--- src/rtl/alu_writeback.sv ---
// ALU writeback stage: latches one ALU result and writes it into the
// register file as one narrow (low-half) write or two wide writes
// (low half to rd, high half to rd+1). The stage honours a register-file
// stall, pulses wb_done on the final write of each instruction and keeps
// the architectural equality flag.
module alu_writeback #(
    parameter int REG_ADDR_W = 4,
    parameter int RESULT_W   = 32
) (
    input  logic                    clk,
    input  logic                    rst_n,
    input  logic                    in_valid,
    output logic                    in_ready,
    input  logic [RESULT_W-1:0]     alu_result,
    input  logic                    alu_eq,
    input  logic [REG_ADDR_W-1:0]   rd,
    input  logic                    wide,
    input  logic                    wb_stall,
    output logic                    rf_we,
    output logic [REG_ADDR_W-1:0]   rf_waddr,
    output logic [RESULT_W/2-1:0]   rf_wdata,
    output logic                    eq_flag,
    output logic                    wb_done
);

    localparam int HALF_W = RESULT_W / 2;

    typedef enum logic [1:0] {
        IDLE  = 2'd0,
        WR_LO = 2'd1,
        WR_HI = 2'd2
    } state_t;

    state_t                  r_state;
    state_t                  w_next_state;
    logic [RESULT_W-1:0]     r_result;
    logic                    r_eq;
    logic [REG_ADDR_W-1:0]   r_rd;
    logic                    r_wide;
    logic                    r_eq_flag;

    logic                    w_final_state;
    logic                    w_write;
    logic                    w_accept;

    // Decode write strobes and handshake from registered state plus stall only.
    always_comb begin
        // NOTE: every signal gets a default first so no path leaves it unassigned (no latches).
        w_final_state = 1'b0;
        w_write       = 1'b0;
        rf_waddr      = r_rd;
        rf_wdata      = r_result[HALF_W-1:0];
        case (r_state)
            WR_LO: begin
                w_final_state = !r_wide;
                w_write       = !wb_stall;
            end
            WR_HI: begin
                w_final_state = 1'b1;
                w_write       = !wb_stall;
                rf_waddr      = r_rd + REG_ADDR_W'(1);  // rd+1 wraps at the top of the file
                rf_wdata      = r_result[RESULT_W-1:HALF_W];
            end
            default: begin
                w_final_state = 1'b0;
                w_write       = 1'b0;
            end
        endcase
        rf_we    = w_write;
        wb_done  = w_write && w_final_state;
        in_ready = (r_state == IDLE) || (w_final_state && !wb_stall);
        w_accept = in_valid && in_ready;
        eq_flag  = r_eq_flag;
    end

    // Next-state: an accept always starts a fresh low write; otherwise advance on unstalled writes.
    always_comb begin
        w_next_state = r_state;
        if (w_accept) begin
            w_next_state = WR_LO;
        end else if (r_state == WR_LO && w_write && r_wide) begin
            w_next_state = WR_HI;
        end else if (wb_done) begin
            w_next_state = IDLE;
        end else if (r_state != IDLE && r_state != WR_LO && r_state != WR_HI) begin
            w_next_state = IDLE;
        end
    end

    // State register.
    always_ff @(posedge clk or negedge rst_n) begin
        // NOTE: sequential state uses non-blocking assignments so all registers update from pre-edge values.
        if (!rst_n) begin
            r_state <= IDLE;
        end else begin
            r_state <= w_next_state;
        end
    end

    // Latch the accepted instruction; reset clears it so an aborted write cannot resurface.
    always_ff @(posedge clk or negedge rst_n) begin
        if (!rst_n) begin
            r_result <= '0;
            r_eq     <= 1'b0;
            r_rd     <= '0;
            r_wide   <= 1'b0;
        end else if (w_accept) begin
            r_result <= alu_result;
            r_eq     <= alu_eq;
            r_rd     <= rd;
            r_wide   <= wide;
        end
    end

    // Architectural equality flag commits with the final write of an instruction.
    always_ff @(posedge clk or negedge rst_n) begin
        if (!rst_n) begin
            r_eq_flag <= 1'b0;
        end else if (wb_done) begin
            r_eq_flag <= r_eq;
        end
    end

endmodule

--- config.mk ---
export PLATFORM = sky130hd
export DESIGN_NAME = alu_writeback
export DESIGN_NICKNAME = d
export VERILOG_FILES = /design/src/rtl/alu_writeback.sv
export SDC_FILE = /design/constraint.sdc
export NUM_CORES = 1
export LEC_CHECK = 0
export CAP_MARGIN = 30
export CORE_ASPECT_RATIO = 1.1
export CORE_MARGIN = 2
export CORE_UTILIZATION = 45
export CTS_BUF_LIST = sky130_fd_sc_hd__clkbuf_8 sky130_fd_sc_hd__clkbuf_16
export DETAILED_ROUTE_END_ITERATION = 10
export PLACE_DENSITY = 0.82
export SETUP_SLACK_MARGIN = 0.2
export SYNTH_ARGS = -nofsm -noshare
export SYNTH_HDL_FRONTEND = slang
export SYNTH_SLANG_ARGS = --single-unit
--- constraint.sdc ---
create_clock -name clk -period 2.5 [get_ports clk]
set_input_delay 0.75 -clock clk [delete_from_list [all_inputs] [get_ports clk]]
set_output_delay 0.75 -clock clk [all_outputs]
set_load 0.005 [all_outputs]
==> results.toml <==
[run_status]
outcome = "finished, final reports clean"

[critical_path]
arrival_ps = 1690
cp.required_ps = 1750
critical_path_class = "reg2out"
regToRegStartpoint = "r_state[0]"
startpoint = "r_state[1]"
crit_path_end_kind = "primary output"
worstPathMaxFanout = 5
r2r_end = "r_rd[0]"
start_kind = "register"
regToRegSetupSlack_ps = 330
rr_worst_depth = 9

[clocking]
cts_max_level = 2
clkLatencyLatePin_ps = 280
cts_buffer_depth = 2
cts_hold_repair.buffers = 0
cts.sinks = 41
cts_inserted_buffers = 5
cts_tree = "yes"
path_clk_slew_ps = 80
cts-root-buf = "clkbuf_8"

[die]
core_area_um2 = 4220
rows = 25
start_util_pct = 45.9
ioPinCount = 66
dieArea_um2 = 4850
fp.dieW_um = 66.6
fp.dieH_um = 72.8

[routing]
routed_wl_um = 4860
drc_errors = 0
drt_iter0_drc = 44
first_pass_iters = 4
via_per_inst = 4.98
vias = 1408
wire_per_inst_um = 17.2
ant_nets = 0

[layout]
antennaDiodeCount = 0
drive_above_1_share_pct = 50.2
finalNetCount = 275
fin_cells = 283
final_cell_area_um2 = 3100
nFillCells = 274
syn2layout_area_growth_pct = 59.8

[flow_run]
cap_violations = 0

[timing]
rsz0062_at_grt = "true"
max_freq_mhz = 410
min_period_ps = 2440
slew_headroom_pct = 65.5
hold_violations = 0
setup_slack_ps = 62.5
skew_ps = 3.45
worst_pin_slew_ps = 518
slew_violations = 0
hold-worst-slack_ps = 496
finalSetupViolations = 0
finalCritPeriodShare_pct = 97.5

[power_and_ir_drop]
powerDensity_nw_per_um2 = 1270
power_uw = 3940
p_leak_uw = 0.00141
ir_drop_mv = 0.719

[grt]
first_global_vias = 1423
grt_max_degree = 42
antenna_found_initial = 0
track_usage_pct = 19.0
overflow = 0
grt_pass1_wl_um = 6830

[hold_path]
hold_end = "r_result[26]"
worstHoldStart = "r_result[26]"
min_path_type = "reg2reg"
whs_path_depth = 1

[yosys]
postSynthAreaPerCell_um2 = 14.7
synth.yosys.seq_area_share_pct = 52.9
syn_inst = 132
netlist_area_um2 = 1940
ys_seq_elements = 41
ys_warn_count = 0
syn-num-nets = 179
ys_types = 23

[place]
gp_congestion = 0.685
dp.cells = 252
port-buffer-count = 65
placed_area_um2 = 2680
dp_hpwl_um = 2960
pre_cts_ws_ps = -292
[through the flow]
| stage | setup TNS, ps | util [%] |
|---|---|---|
| finish | 0 | 73.4 |
| global route | 0 | 73.4 |
| CTS | 0 | 68.3 |
| detailed placement | -769 | 63.4 |
| global placement | -691 | 63.4 |
| floorplan | 0 | - |
[synth_stat cells]
cell / instances / share of area, %
mux2_2: 43 / 25
dfrtp_1: 41 / 53
mux2_1: 12 / 7.0
ha_1: 5 / 3.2
inv_1: 5 / 0.97
buf_6: 4 / 2.3
buf_2: 3 / 0.77
a211o_1: 2 / 0.90
o21ai_0: 2 / 0.52
xnor2_1: 2 / 0.90
a21boi_1: 1 / 0.39
a21o_1: 1 / 0.39
and2b_1: 1 / 0.39
nand2_1: 1 / 0.19
nand2b_1: 1 / 0.32
nand3_1: 1 / 0.26
nand4_1: 1 / 0.32
nor2b_1: 1 / 0.32
o221ai_1: 1 / 0.45
o221ai_4: 1 / 1.4
or2_1: 1 / 0.32
or2_2: 1 / 0.32
xor2_1: 1 / 0.45
[routing by layer]
layer / wire length [µm] / track usage, %
met1: 1880 / 22.2
met2: 2760 / 34.6
met3: 164 / 3.40
met4: 61 / 7.26
met5: 0 / 0
[report_power, final]
part | total, µW | switching (µW) | internal, µW
combinational | 2310 | 821 | 1490
clock | 401 | 214 | 186
sequential | 1230 | 213 | 1020
total | 3940 | 1250 | 2690
[registers in the layout, indices dropped and copies added (netlist names)]
name,flops
r_eq,1
r_rd,4
r_state,2
eq_flag,1
r_wide,1
r_result,32
[cell type report]
type	count	area, µm²	share of cell area, %
timing repair buffer	96	958	30.9
inverter	5	18.8	0.606
tap	54	67.6	2.18
clock buffer	5	68.8	2.22
multi-input combinational	79	946	30.5
sequential	41	1030	33.2
clock inverter	3	11.3	0.363
[critical path: stages (launching register included)]
cell     delay (ps)
dfrtp_2         440
ha_4            190
buf_6           110
buf_8           120
buf_6           120
mux2_4          300
buf_6           120
[worst max-delay path by stage]
stage | end | slack (ps) | cells after the start
after floorplan | in_ready | 490 | 4
after global placement | in_ready | -260 | 5
after detailed placement | in_ready | -290 | 5
after CTS | in_ready | 20 | 8
after global routing | in_ready | 6 | 8
final | rf_wdata[0] | 60 | 6
[cell usage in the layout, fill, tap and decap left out, types with 2 or more instances in the layout]
master           count
xnor2_1              2
buf_12               3
dlygate4sd2_1        2
dfrtp_1             40
inv_2                3
buf_2                8
clkbuf_8             5
clkbuf_2             3
ha_1                 2
buf_6               24
mux2_2              29
clkdlybuf4s50_1     40
buf_4               13
ha_4                 3
inv_1                5
mux2_4              14
a211o_1              2
buf_8                2
mux2_1              12
[what timing repair did]
| action | 4_1_cts | 5_1_grt |
|---|---|---|
| gates resized for setup | 99 | 46 |
| pin swaps | 3 | 4 |
| endpoints found under the hold margin | 0 | 0 |
| gates cloned | 1 | 0 |
| setup buffers | 15 | 7 |
| setup endpoints to repair | 23 | 43 |
[cells by family (layout without fill, tap and decap cells)]
| group | Yosys count | in the layout | share of synthesized area [%] |
|---|---|---|---|
| compound gates | 8 | 8 | 4.00 |
| xor+xnor | 3 | 3 | 1.36 |
| fa+ha+maj | 5 | 5 | 3.23 |
| buf+inv | 12 | 109 | 4.07 |
| flops | 41 | 41 | 52.9 |
| mux | 55 | 55 | 32.0 |
| simple gates | 8 | 8 | 2.45 |
(Power assumes the default switching activity.)
